[src/rtl/gate_vector_sequencer.sv]
`timescale 1ns/1ps
`default_nettype none
// ============================================================================
// Module   : gate_vector_sequencer
// Brief    : Drives exhaustive input vectors into a small XNOR-style gate,
//            holds each vector for a settle time, samples the gate output,
//            and compares it against the expected even-parity result.
//            Counts mismatches, captures the first failing vector, and
//            reports done/pass.
// Revision : 1.0 - initial release
// ============================================================================
module gate_vector_sequencer #(
    parameter int N_IN          = 2,
    parameter int SETTLE_CYCLES = 2
) (
    input  logic              clk,
    input  logic              rst,
    input  logic              start,
    output logic [N_IN-1:0]   vec_out,
    input  logic              dut_y,
    output logic              busy,
    output logic              done,
    output logic              pass,
    output logic [N_IN:0]     err_count,
    output logic              first_err_valid,
    output logic [N_IN-1:0]   first_err_vec
);

    // Settle counter only has to reach SETTLE_CYCLES-1.
    localparam int                c_CNT_W       = (SETTLE_CYCLES > 1) ? $clog2(SETTLE_CYCLES) : 1;
    localparam logic [c_CNT_W-1:0] c_SETTLE_LAST = c_CNT_W'(SETTLE_CYCLES - 1);
    localparam logic [N_IN-1:0]   c_VEC_LAST    = '1;
    localparam logic [N_IN:0]     c_ERR_MAX     = '1;

    localparam logic [1:0] c_IDLE   = 2'd0;
    localparam logic [1:0] c_SETTLE = 2'd1;
    localparam logic [1:0] c_SAMPLE = 2'd2;
    localparam logic [1:0] c_DONE   = 2'd3;

    logic [1:0]         state_q, state_d;
    logic [N_IN-1:0]    vec_q, vec_d;
    logic [c_CNT_W-1:0] cnt_q, cnt_d;
    logic               busy_q, busy_d;
    logic               done_q, done_d;
    logic               pass_q, pass_d;
    logic [N_IN:0]      err_q, err_d;
    logic               fev_q, fev_d;
    logic [N_IN-1:0]    fvec_q, fvec_d;

    logic               w_expected;
    logic               w_mismatch;
    logic [N_IN:0]      w_err_next;

    // Expected gate response is even parity; an unknown gate output is
    // treated as a mismatch by using the case-equality compare.
    assign w_expected = ~^vec_q;
    assign w_mismatch = !(dut_y === w_expected);
    assign w_err_next = (w_mismatch && (err_q != c_ERR_MAX)) ? (err_q + (N_IN+1)'(1)) : err_q;

    // Next-state logic for the sequencing FSM and its result registers.
    always_comb begin
        state_d = state_q;
        vec_d   = vec_q;
        cnt_d   = cnt_q;
        busy_d  = busy_q;
        done_d  = done_q;
        pass_d  = pass_q;
        err_d   = err_q;
        fev_d   = fev_q;
        fvec_d  = fvec_q;
        case (state_q)
            c_IDLE, c_DONE: begin
                if (start) begin
                    state_d = c_SETTLE;
                    vec_d   = '0;
                    cnt_d   = '0;
                    busy_d  = 1'b1;
                    done_d  = 1'b0;
                    pass_d  = 1'b0;
                    err_d   = '0;
                    fev_d   = 1'b0;
                    fvec_d  = '0;
                end
            end
            c_SETTLE: begin
                if (cnt_q == c_SETTLE_LAST) begin
                    state_d = c_SAMPLE;
                end else begin
                    cnt_d = cnt_q + c_CNT_W'(1);
                end
            end
            c_SAMPLE: begin
                err_d = w_err_next;
                if (w_mismatch && !fev_q) begin
                    fev_d  = 1'b1;
                    fvec_d = vec_q;
                end
                if (vec_q != c_VEC_LAST) begin
                    vec_d   = vec_q + N_IN'(1);
                    cnt_d   = '0;
                    state_d = c_SETTLE;
                end else begin
                    state_d = c_DONE;
                    busy_d  = 1'b0;
                    done_d  = 1'b1;
                    pass_d  = (w_err_next == '0);
                end
            end
            default: state_d = c_IDLE;
        endcase
    end

    // State and output registers with synchronous reset.
    always_ff @(posedge clk) begin
        if (rst) begin
            state_q <= c_IDLE;
            vec_q   <= '0;
            cnt_q   <= '0;
            busy_q  <= 1'b0;
            done_q  <= 1'b0;
            pass_q  <= 1'b0;
            err_q   <= '0;
            fev_q   <= 1'b0;
            fvec_q  <= '0;
        end else begin
            state_q <= state_d;
            vec_q   <= vec_d;
            cnt_q   <= cnt_d;
            busy_q  <= busy_d;
            done_q  <= done_d;
            pass_q  <= pass_d;
            err_q   <= err_d;
            fev_q   <= fev_d;
            fvec_q  <= fvec_d;
        end
    end

    assign vec_out         = vec_q;
    assign busy            = busy_q;
    assign done            = done_q;
    assign pass            = pass_q;
    assign err_count       = err_q;
    assign first_err_valid = fev_q;
    assign first_err_vec   = fvec_q;

endmodule
`default_nettype wire

[config.mk]
export PLATFORM = sky130hd
export DESIGN_NAME = gate_vector_sequencer
export DESIGN_NICKNAME = d
export VERILOG_FILES = /design/src/rtl/gate_vector_sequencer.sv
export SDC_FILE = /design/constraint.sdc
export NUM_CORES = 1
export LEC_CHECK = 0
export BUFFER_PORTS_ARGS = -buffer_cell sky130_fd_sc_hd__clkbuf_2
export CELL_PAD_IN_SITES_DETAIL_PLACEMENT = 0
export CELL_PAD_IN_SITES_GLOBAL_PLACEMENT = 1
export CORE_MARGIN = 1.5
export CORE_UTILIZATION = 35
export CTS_CLUSTER_DIAMETER = 100
export DETAILED_ROUTE_END_ITERATION = 16
export MAX_ROUTING_LAYER = met4
export PLACE_DENSITY_LB_ADDON = 0.1
export SYNTH_ARGS = -nofsm -noshare
export SYNTH_HDL_FRONTEND = slang
export SYNTH_SLANG_ARGS = --single-unit
[constraint.sdc]
create_clock -name clk -period 2.3 [get_ports clk]
set_input_delay 0.115 -clock clk [delete_from_list [all_inputs] [get_ports clk]]
set_output_delay 0.115 -clock clk [all_outputs]
set_load 0.005 [all_outputs]
==> impl_metrics.json <==
{
  "endpoint_kind": "flop",
  "worst_pin_slew_ns": 0.498,
  "p_per_area_mw_per_mm2": 589,
  "num_antenna_cells": 0,
  "min_path_type": "primary input to flop",
  "slowest_stage": "or4b_1",
  "grt_first_pass_wirelength_mm": 2.62,
  "initial_utilization_pct": 37.3,
  "max_freq_ghz": 0.517,
  "finalWirelength_mm": 1.49,
  "grt_util_met1_pct": 18.0,
  "cts_buffer_depth": 2,
  "cts_tree": "built",
  "die_area_mm2": 0.00240,
  "reg2reg_depth": 5,
  "n_fill_cell": 211,
  "core_area_mm2": 0.00198,
  "synth-edff-count": 0,
  "hpwl_mm": 1.11,
  "arrival_ns": 2.15,
  "critPathTopFamily": "simple AND/OR/NAND/NOR gates",
  "setup_slack_ns": 0.367,
  "grt_pass1_vias": 604,
  "cp-startpoint": "vec_out[0]",
  "synthTopCellsByArea": "dfxtp_1 (38%), ha_1 (10%), nand2_1 (6.1%)",
  "drc": 0,
  "cp_max_fo": 6,
  "worstSkewPairLatency_ns": 0.28,
  "avgRoutedWirePerCell_um": 11.1,
  "ys.flop_type": "dfxtp_1",
  "slew-limit-headroom_pct": 66.4,
  "grt.met2_usage_pct": 21.2,
  "layout-drive-gt1-share_pct": 17.8,
  "grt_max_degree": 15,
  "report.final.hold_viol_count": 0,
  "placementRows": 16,
  "rsz0062_at_grt": "false",
  "peakVddDrop_mv": 0.363,
  "antenna_found_initial": 0,
  "cp.required_ns": 2.51,
  "finalCriticalPeriod_ns": 1.93,
  "syn_to_final_growth_pct": 18.3,
  "yosysWarnings": 0,
  "cts_buffers": 3,
  "htreeDepth": 1,
  "dp_slack_ns": 0.407,
  "postCtsSetupRepairBufs": 0,
  "drv_cap": 0,
  "grt-busiest-layer": "met2",
  "worstSetupPathType": "flop to flop",
  "seq_area_frac_synth_pct": 37.9,
  "cts.reportedPaths.clkPinSlew_ns": 0.09,
  "cts_resized": 0,
  "routabilityCongestion": 0.788,
  "syn_area_um2": 739,
  "start_kind": "flop",
  "clock_sinks": 14,
  "slowest_delay_ns": 0.53,
  "finalSetupViolCount": 0,
  "postRouteAntennaNets": 0,
  "status": "completed",
  "first_pass_iters": 4,
  "worst-path-buf-inv": 0,
  "portBuffers": 14,
  "synth_cell_types": 32,
  "finClkSkew_ns": 0.0104,
  "asyncSetResetFlopFracSynth_pct": 0,
  "reg2reg_from": "vec_out[0]",
  "grt_overflow": 0,
  "drt-initial-drc-count": 9,
  "post-route-period-util_pct": 84.0,
  "syn_nets": 101,
  "viasPerCell": 4.98,
  "die_h_um": 49.0,
  "synth_cells": 91,
  "dr_total_vias": 667,
  "cts_hold_buf": 0,
  "grtUsageMet3_pct": 6.44,
  "yosys.area.top_type_share_pct": 37.9,
  "fp.dieW_um": 49.0,
  "worst-path-stages": 5,
  "grt.total_usage_pct": 14.5,
  "cts-root-buf": "clkbuf_4",
  "synth_common_cells": "dfxtp_1 (14), nand2_1 (12), inv_1 (8), nor2_1 (7), o21ai_0 (7)",
  "endpoint": "err_count[2]",
  "final_nets": 118,
  "drv_slew": 0,
  "synth.most_common_cell": "dfxtp_1",
  "synth_seq_cells": 14,
  "worst_r2r_endpoint": "err_count[2]",
  "crit_chain": "ha_1 -> xor2_1 -> or2_0 -> or4b_1 -> o21ai_1",
  "finalSetupTns_ns": 0,
  "ios": 15,
  "syn_avg_cell_area_um2": 8.13,
  "leakagePower_nw": 0.383,
  "reg2reg_setup_slack_ns": 0.37,
  "yosysTopAreaCell": "dfxtp_1"
}
-- flip-flops by register name, indices dropped and copies added, names as in the netlist --
signal,flops
done,1
busy,1
vec_out,2
pass,1
first_err_vec,2
first_err_valid,1
cnt_q,1
err_count,3
state_q,2
-- cell families (layout without fill, tap and decap cells) --
family	after synthesis	in the layout	synth area share, %
flip-flops	14	14	37.9
multiplexers	2	2	2.71
XOR/XNOR	1	1	1.18
buffers and inverters	11	27	5.75
AND/OR/NAND/NOR	30	30	19.6
adder cells (fa/ha/maj)	6	6	10.2
AO/OA/AOI/OAI	27	27	22.7
-- per-layer routing --
metal  vias up  wire length, µm
met5         -                0
met4         0               12
met3         2               68
met2        13              656
met1       305              754
li1        347                -
-- placed cells by master (no fill, tap or decap), types with 2 or more instances in the layout --
master / n
a21oi_1: 6
o21a_1: 2
nor3_1: 2
nor2_1: 7
nand2_1: 12
mux2i_1: 2
clkbuf_4: 3
clkbuf_2: 14
inv_1: 8
o21ai_0: 7
ha_1: 6
a211oi_1: 2
dfxtp_1: 14
a22oi_1: 2
-- stage by stage --
step	std cells	hold WS [ns]	util [%]	instance area, µm²	total power, W
floorplan	91	0.217	-	739	0.000322
global placement	130	0.443	42.3	838	0.000345
detailed placement	130	0.451	42.3	838	0.000345
CTS	134	0.184	44.1	875	0.000526
global route	134	0.196	44.1	875	0.000548
finish	134	0.190	44.1	875	0.000515
-- area by class of cell --
type,instances,area [µm²],share of cell area [%]
well taps,27,33.8,3.86
repair buffers,15,77.6,8.87
inverters,8,30.0,3.43
multi-input cells,66,417,47.6
flip-flops and latches,14,280,32.0
clock buffers,4,36.3,4.15
-- worst min path at each step --
stage / start / to / slack (ns) / cells past startpoint
after global placement: busy / busy / 0.44 / 2
after floorplan: rst / err_count[1] / 0.22 / 1
after CTS: rst / vec_out[0] / 0.18 / 2
after global routing: rst / vec_out[0] / 0.20 / 2
after detailed placement: busy / busy / 0.45 / 2
final: rst / vec_out[0] / 0.19 / 2
-- power breakdown --
part,internal (W),leakage [nW],switching (W)
clock,0.0000964,0.0210,0.0000800
combinational,0.0000332,0.249,0.0000481
sequential,0.000251,0.113,0.00000643
total,0.000380,0.383,0.000135
Power figures use the tool's default switching activity.
